File: config.mk
export PLATFORM = sky130hd
export DESIGN_NAME = pipe_ctrl_flat
export DESIGN_NICKNAME = d
export VERILOG_FILES = /design/src/rtl/pipe_ctrl_if.sv /design/src/rtl/pipe_ctrl.sv /design/src/flat_wrapper.sv
export SDC_FILE = /design/constraint.sdc
export NUM_CORES = 1
export LEC_CHECK = 0
export CAP_MARGIN = 20
export CORE_MARGIN = 5
export CORE_UTILIZATION = 46
export DETAILED_ROUTE_END_ITERATION = 10
export PLACE_DENSITY = 0.78
export SYNTH_ARGS = -nofsm -noshare
export SYNTH_HDL_FRONTEND = slang
export SYNTH_SLANG_ARGS = --single-unit
File: constraint.sdc
create_clock -name clk -period 2 [get_ports clk]
set_clock_uncertainty 0.05 [all_clocks]
set_input_delay 0.2 -clock clk [delete_from_list [all_inputs] [get_ports clk]]
set_output_delay 0.2 -clock clk [all_outputs]
set_load 0.005 [all_outputs]
File: src/rtl/pipe_ctrl_if.sv
// Decode-stage hazard inputs and pipeline steering outputs shared by the
// controller and whatever drives it.
interface pipe_ctrl_if;
  logic        de_valid;
  logic [4:0]  de_rs1;
  logic [4:0]  de_rs2;
  logic        de_use_rs1;
  logic        de_use_rs2;
  logic [4:0]  de_wa;
  logic        de_regWrite;
  logic        de_memRead2;
  logic        ex_br_taken;
  logic        mem_busy;
  logic        pc_stall;
  logic        ifde_stall;
  logic        ifde_flush;
  logic        deex_bubble;
  logic [1:0]  fwd_a;
  logic [1:0]  fwd_b;
  logic [15:0] stall_cnt;

  modport master (
    output de_valid, de_rs1, de_rs2, de_use_rs1, de_use_rs2, de_wa,
           de_regWrite, de_memRead2, ex_br_taken, mem_busy,
    input  pc_stall, ifde_stall, ifde_flush, deex_bubble, fwd_a, fwd_b, stall_cnt
  );

  modport slave (
    input  de_valid, de_rs1, de_rs2, de_use_rs1, de_use_rs2, de_wa,
           de_regWrite, de_memRead2, ex_br_taken, mem_busy,
    output pc_stall, ifde_stall, ifde_flush, deex_bubble, fwd_a, fwd_b, stall_cnt
  );
endinterface

File: src/rtl/pipe_ctrl.sv
// 5-stage pipeline hazard controller: load-use stall, branch flush, memory
// freeze and operand forwarding, driven by a tracker of the EX/MEM/WB slots.
module pipe_ctrl (
  input  logic clk,
  input  logic reset,
  pipe_ctrl_if.slave bus
);

  typedef struct packed {
    logic       v;
    logic [4:0] wa;
    logic       ld;
  } slot_t;

  typedef enum logic {RUN, FLUSH} state_t;

  slot_t  ex_q, mem_q, wb_q;
  slot_t  ex_d;
  state_t state_q, state_d;
  logic [15:0] cnt_q;

  logic freeze, flushing, lu, issue, bump;
  logic rs1_hit, rs2_hit;

  function automatic logic hit(input slot_t s, input logic [4:0] rs);
    return s.v && (s.wa == rs);
  endfunction

  // Youngest producer wins; a load still in EX cannot forward (load-use stalls).
  function automatic logic [1:0] fwd_sel(input logic use_rs, input logic [4:0] rs,
                                         input slot_t ex, input slot_t mem, input slot_t wb);
    logic [1:0] sel;
    sel = 2'b00;
    if (use_rs && rs != 5'd0) begin
      if (hit(ex, rs) && !ex.ld)
        sel = 2'b01;
      else if (hit(mem, rs))
        sel = 2'b10;
      else if (hit(wb, rs))
        sel = 2'b11;
    end
    return sel;
  endfunction

  assign freeze   = bus.mem_busy;
  assign flushing = bus.ex_br_taken || (state_q == FLUSH);
  assign rs1_hit  = bus.de_use_rs1 && (bus.de_rs1 == ex_q.wa);
  assign rs2_hit  = bus.de_use_rs2 && (bus.de_rs2 == ex_q.wa);
  assign lu       = ex_q.v && ex_q.ld && (rs1_hit || rs2_hit);
  assign issue    = bus.de_valid && !lu && !flushing && !freeze;
  assign bump     = (lu && !flushing) || freeze;

  always_comb begin
    ex_d = '0;
    if (issue) begin
      ex_d.v  = bus.de_regWrite && (bus.de_wa != 5'd0);
      ex_d.wa = bus.de_wa;
      ex_d.ld = bus.de_memRead2;
    end
  end

  always_ff @(posedge clk or posedge reset) begin
    if (reset) begin
      ex_q    <= '0;
      mem_q   <= '0;
      wb_q    <= '0;
      state_q <= RUN;
    end else if (!freeze) begin
      ex_q    <= ex_d;
      mem_q   <= ex_q;
      wb_q    <= mem_q;
      state_q <= state_d;
    end
  end

  always_ff @(posedge clk or posedge reset) begin
    if (reset)
      cnt_q <= '0;
    else if (bump && cnt_q != 16'hFFFF)
      cnt_q <= cnt_q + 16'd1;
  end

  // Outputs are forced quiet while reset is held so an aborted flush/freeze
  // never leaks a stall or flush to the datapath.
  always_comb begin
    state_d         = RUN;
    bus.pc_stall    = 1'b0;
    bus.ifde_stall  = 1'b0;
    bus.ifde_flush  = 1'b0;
    bus.deex_bubble = 1'b0;
    bus.fwd_a       = 2'b00;
    bus.fwd_b       = 2'b00;

    case (state_q)
      RUN:     state_d = bus.ex_br_taken ? FLUSH : RUN;
      FLUSH:   state_d = RUN;
      default: state_d = RUN;
    endcase

    if (!reset) begin
      bus.fwd_a = fwd_sel(bus.de_use_rs1, bus.de_rs1, ex_q, mem_q, wb_q);
      bus.fwd_b = fwd_sel(bus.de_use_rs2, bus.de_rs2, ex_q, mem_q, wb_q);
      if (freeze) begin
        bus.pc_stall   = 1'b1;
        bus.ifde_stall = 1'b1;
      end else if (flushing) begin
        bus.ifde_flush  = 1'b1;
        bus.deex_bubble = 1'b1;
      end else if (lu) begin
        bus.pc_stall    = 1'b1;
        bus.ifde_stall  = 1'b1;
        bus.deex_bubble = 1'b1;
      end
    end
  end

  assign bus.stall_cnt = cnt_q;

endmodule

File: src/flat_wrapper.sv
// flat-port wrapper written by rule: the top's interface ports become plain ports
module pipe_ctrl_flat 
  (clk, reset, bus_de_valid, bus_de_rs1, bus_de_rs2, bus_de_use_rs1, bus_de_use_rs2, bus_de_wa, bus_de_regWrite, bus_de_memRead2, bus_ex_br_taken, bus_mem_busy, bus_pc_stall, bus_ifde_stall, bus_ifde_flush, bus_deex_bubble, bus_fwd_a, bus_fwd_b, bus_stall_cnt);
  pipe_ctrl_if bus_i ();
  input  logic clk;
  input  logic reset;
  input wire logic [$bits(bus_i.de_valid)-1:0] bus_de_valid;
  input wire logic [$bits(bus_i.de_rs1)-1:0] bus_de_rs1;
  input wire logic [$bits(bus_i.de_rs2)-1:0] bus_de_rs2;
  input wire logic [$bits(bus_i.de_use_rs1)-1:0] bus_de_use_rs1;
  input wire logic [$bits(bus_i.de_use_rs2)-1:0] bus_de_use_rs2;
  input wire logic [$bits(bus_i.de_wa)-1:0] bus_de_wa;
  input wire logic [$bits(bus_i.de_regWrite)-1:0] bus_de_regWrite;
  input wire logic [$bits(bus_i.de_memRead2)-1:0] bus_de_memRead2;
  input wire logic [$bits(bus_i.ex_br_taken)-1:0] bus_ex_br_taken;
  input wire logic [$bits(bus_i.mem_busy)-1:0] bus_mem_busy;
  output wire logic [$bits(bus_i.pc_stall)-1:0] bus_pc_stall;
  output wire logic [$bits(bus_i.ifde_stall)-1:0] bus_ifde_stall;
  output wire logic [$bits(bus_i.ifde_flush)-1:0] bus_ifde_flush;
  output wire logic [$bits(bus_i.deex_bubble)-1:0] bus_deex_bubble;
  output wire logic [$bits(bus_i.fwd_a)-1:0] bus_fwd_a;
  output wire logic [$bits(bus_i.fwd_b)-1:0] bus_fwd_b;
  output wire logic [$bits(bus_i.stall_cnt)-1:0] bus_stall_cnt;
  assign bus_i.de_valid = bus_de_valid;
  assign bus_i.de_rs1 = bus_de_rs1;
  assign bus_i.de_rs2 = bus_de_rs2;
  assign bus_i.de_use_rs1 = bus_de_use_rs1;
  assign bus_i.de_use_rs2 = bus_de_use_rs2;
  assign bus_i.de_wa = bus_de_wa;
  assign bus_i.de_regWrite = bus_de_regWrite;
  assign bus_i.de_memRead2 = bus_de_memRead2;
  assign bus_i.ex_br_taken = bus_ex_br_taken;
  assign bus_i.mem_busy = bus_mem_busy;
  assign bus_pc_stall = bus_i.pc_stall;
  assign bus_ifde_stall = bus_i.ifde_stall;
  assign bus_ifde_flush = bus_i.ifde_flush;
  assign bus_deex_bubble = bus_i.deex_bubble;
  assign bus_fwd_a = bus_i.fwd_a;
  assign bus_fwd_b = bus_i.fwd_b;
  assign bus_stall_cnt = bus_i.stall_cnt;
  pipe_ctrl u_core (.clk(clk), .reset(reset), .bus(bus_i));
endmodule
==> flow_summary.ini <==
[die]
ios = 48
die_w_um = 78.9
dieArea_mm2 = 0.00622
fp.coreArea_mm2 = 0.00466
die_h_um = 78.9
initial_utilization = 0.468
rows = 25

[global_routing]
grtUsageTotal = 0.234
grt_overflow = 0
grt_pass1_vias = 2270
grt_max_degree = 35
antenna_found_initial = 0
grt_pass1_wl_mm = 11.3

[clock_tree]
cts_max_level = 2
root_buffer = clkbuf_8
clockBufferDepth = 2
clk_latency_ps = 290
hold_buffers = 0
cts_inserted_buffers = 5
cts_sinks = 36
clkTransAtPathRegs_ps = 80
tritoncts = yes

[power_and_ir_drop]
p_leak_nw = 1.59
p_total_mw = 2.50
internal-power_mw = 1.68
ir_drop_mv = 0.489
powerDensity_mw_per_mm2 = 707
p_clk_frac = 0.230
power_frac_comb = 0.361
p_sw_frac = 0.330
seq_power_share = 0.410
power.switching_uw = 826

[yosys]
syn_area_per_cell_um2 = 10.6
synth_xor_area_frac = 0.161
synth-simple-area-share = 0.163
synth_common_cells = dfrtp_1, xor2_1, nand2_1
synth_top_family_by_area = simple AND/OR/NAND/NOR gates
synth_edf_count = 0
synth.distinct_cells = 36
synth_ff_type = dfrtp_1
yosysSeqAreaShare = 0.413
synth_fa_ha_area_frac = 0.00573
synth_cells = 205
synth_seq_cells = 36
synth_nets = 230
yosysWarnings = 0
yosys.area.top_type = dfrtp_1
async_reset_ff_frac = 1.00
synth_area_leaders = dfrtp_1, xor2_1, mux2_2
muxShareOfSynthArea = 0.0923
yosysMostFrequentCell = dfrtp_1
synth_top_area_frac = 0.413
synth_compound_area_frac = 0.140
syn_area_mm2 = 0.00218

[sta]
worst_slack_ps = -369
worst_slew_pin_slew_ps = 473
hold_viol_final = 0
slew_headroom = 0.684
setup_violations = 24
fmax_ghz = 0.422
drv_slew = 0
fin_crit_ps = 2370
rsz0062_at_grt = yes
finalCritPeriodShare = 1.18

[route]
drtIter0Drc = 146
firstDrtPassIters = 4
antenna_left = 0
drc = 0
via_per_inst = 5.80
vias = 2180
routed_wl_mm = 7.41
wl_per_cell_um = 19.7

[final_layout]
fin_nets = 347
syn2layout_area_growth_pct = 62.3
drive_above_1_share = 0.438
postLayoutCoreUtil = 0.760
antennaDiodeCount = 0

[worst_setup_path]
crit_path_max_fanout = 6
path_cells = xnor2_2, nand3_2, o41a_4, buf_6, buf_8, buf_4, a21boi_2, mux2_4
worstPathRequired_ps = 2120
critPathCaptureType = flop
path_delay_family = compound AO/OA/AOI/OAI gates
path_class = flop to flop
critical-path-max-stage-delay_ps = 490
worst_path_max_delay_cell = o41a_4
cp_num_buf_inv = 3
cp.arrival_ps = 2490
start_kind = flop

[status]
status = complete, but fails checks
violations = setup timing

[placed_design]
gp_congestion = 0.902
dpl.hpwl_mm = 4.42
port_buffers = 47
place_ws_ps = -507

[min_path]
hold_class = input port to async pin

[flow_run]
drv_cap = 0
==> flip-flops by register name, indices dropped and copies added, names as in the netlist <==
signal / count
u_core.ex_q: 7
u_core.wb_q: 6
u_core.bus.stall_cnt: 16
u_core.mem_q: 6
u_core.state_q: 1
==> timing repair <==
item | CTS | global route
pin swaps | 32 | 14
setup buffers | 9 | 7
setup endpoints to repair | 23 | 23
gates resized for setup | 68 | 17
cloned | 0 | 0
==> power groups by stage <==
stage | Combinational (mW) | Clock, mW | Sequential, mW
floorplan | 0.310 | 0 | 1.01
global placement | 0.739 | 0 | 1.01
detailed placement | 0.755 | 0 | 1.02
CTS | 0.821 | 0.581 | 1.00
global route | 0.974 | 0.606 | 1.05
finish | 0.903 | 0.575 | 1.03
==> metal layers <==
layer | GRT usage | routed length (µm)
met4 | 0.0911 | 182
met3 | 0.0533 | 360
met2 | 0.398 | 3640
met5 | 0 | 0
met1 | 0.289 | 3220
==> kinds of logic after synthesis <==
family | after synthesis
buffers and inverters | 12
muxes | 18
and+or+nand+nor | 68
AOI/OAI and AO/OA | 30
adders and majority gates | 1
xor gates and xnor gates | 40
DFF | 36
==> worst paths after layout <==
kind,start,endpoint,slack (ps),cells past startpoint
max in group asynchronous,reset,u_core.ex_q[2],1100,3
hold / removal,reset,u_core.wb_q[1],270,3
min in group clk,u_core.bus.stall_cnt[7],u_core.bus.stall_cnt[7],440,1
setup / recovery,u_core.ex_q[2],u_core.bus.stall_cnt[2],-370,8
hold reg to reg,u_core.bus.stall_cnt[7],u_core.bus.stall_cnt[7],440,1
setup reg to reg,u_core.ex_q[2],u_core.bus.stall_cnt[2],-370,8
==> area by class of cell <==
cell class / count / area [µm²]
inverters: 4 / 15.0
flip-flops and latches: 36 / 906
multi-input cells: 157 / 1460
clock buffers: 7 / 96.3
repair buffers: 118 / 1000
fillers: 298 / 1120
well taps: 54 / 67.6
==> cells in the final DEF (no fill, tap or decap), types with 3 or more instances in the layout <==
cell type	n
xnor2_1	6
dfrtp_2	4
nor2b_1	3
nor3_1	5
clkdlybuf4s50_1	31
and3_1	3
a21oi_1	4
a32o_1	4
nor2_1	7
buf_2	5
nand2_1	14
inv_1	4
xor2_1	26
nand3_2	3
or4_1	4
buf_6	7
mux2_2	12
a2111oi_4	4
nand3_1	9
nand4_1	4
xnor2_2	8
dlygate4sd2_1	10
dfrtp_1	32
clkbuf_8	7
buf_4	63
mux2_4	3
==> per-stage QoR <==
stage / std cells / TNS (ps) / hold WS (ps) / cell area (µm²)
after detailed placement: 354 / -9930 / 431 / 3100
after floorplan: 205 / -4.91 / 255 / 2190
after global placement: 354 / -8950 / 430 / 3100
after CTS: 369 / -1950 / 260 / 3420
after global routing: 376 / -6300 / 320 / 3540
final: 376 / -4650 / 271 / 3540
==> worst register-to-register path: stages, from the launching register on <==
cell	delay [ps]
dfrtp_2	450
xnor2_2	190
nand3_2	150
o41a_4	490
buf_6	150
buf_8	130
buf_4	140
a21boi_2	180
mux2_4	330
Note: power is estimated with default switching activity, not from simulation.
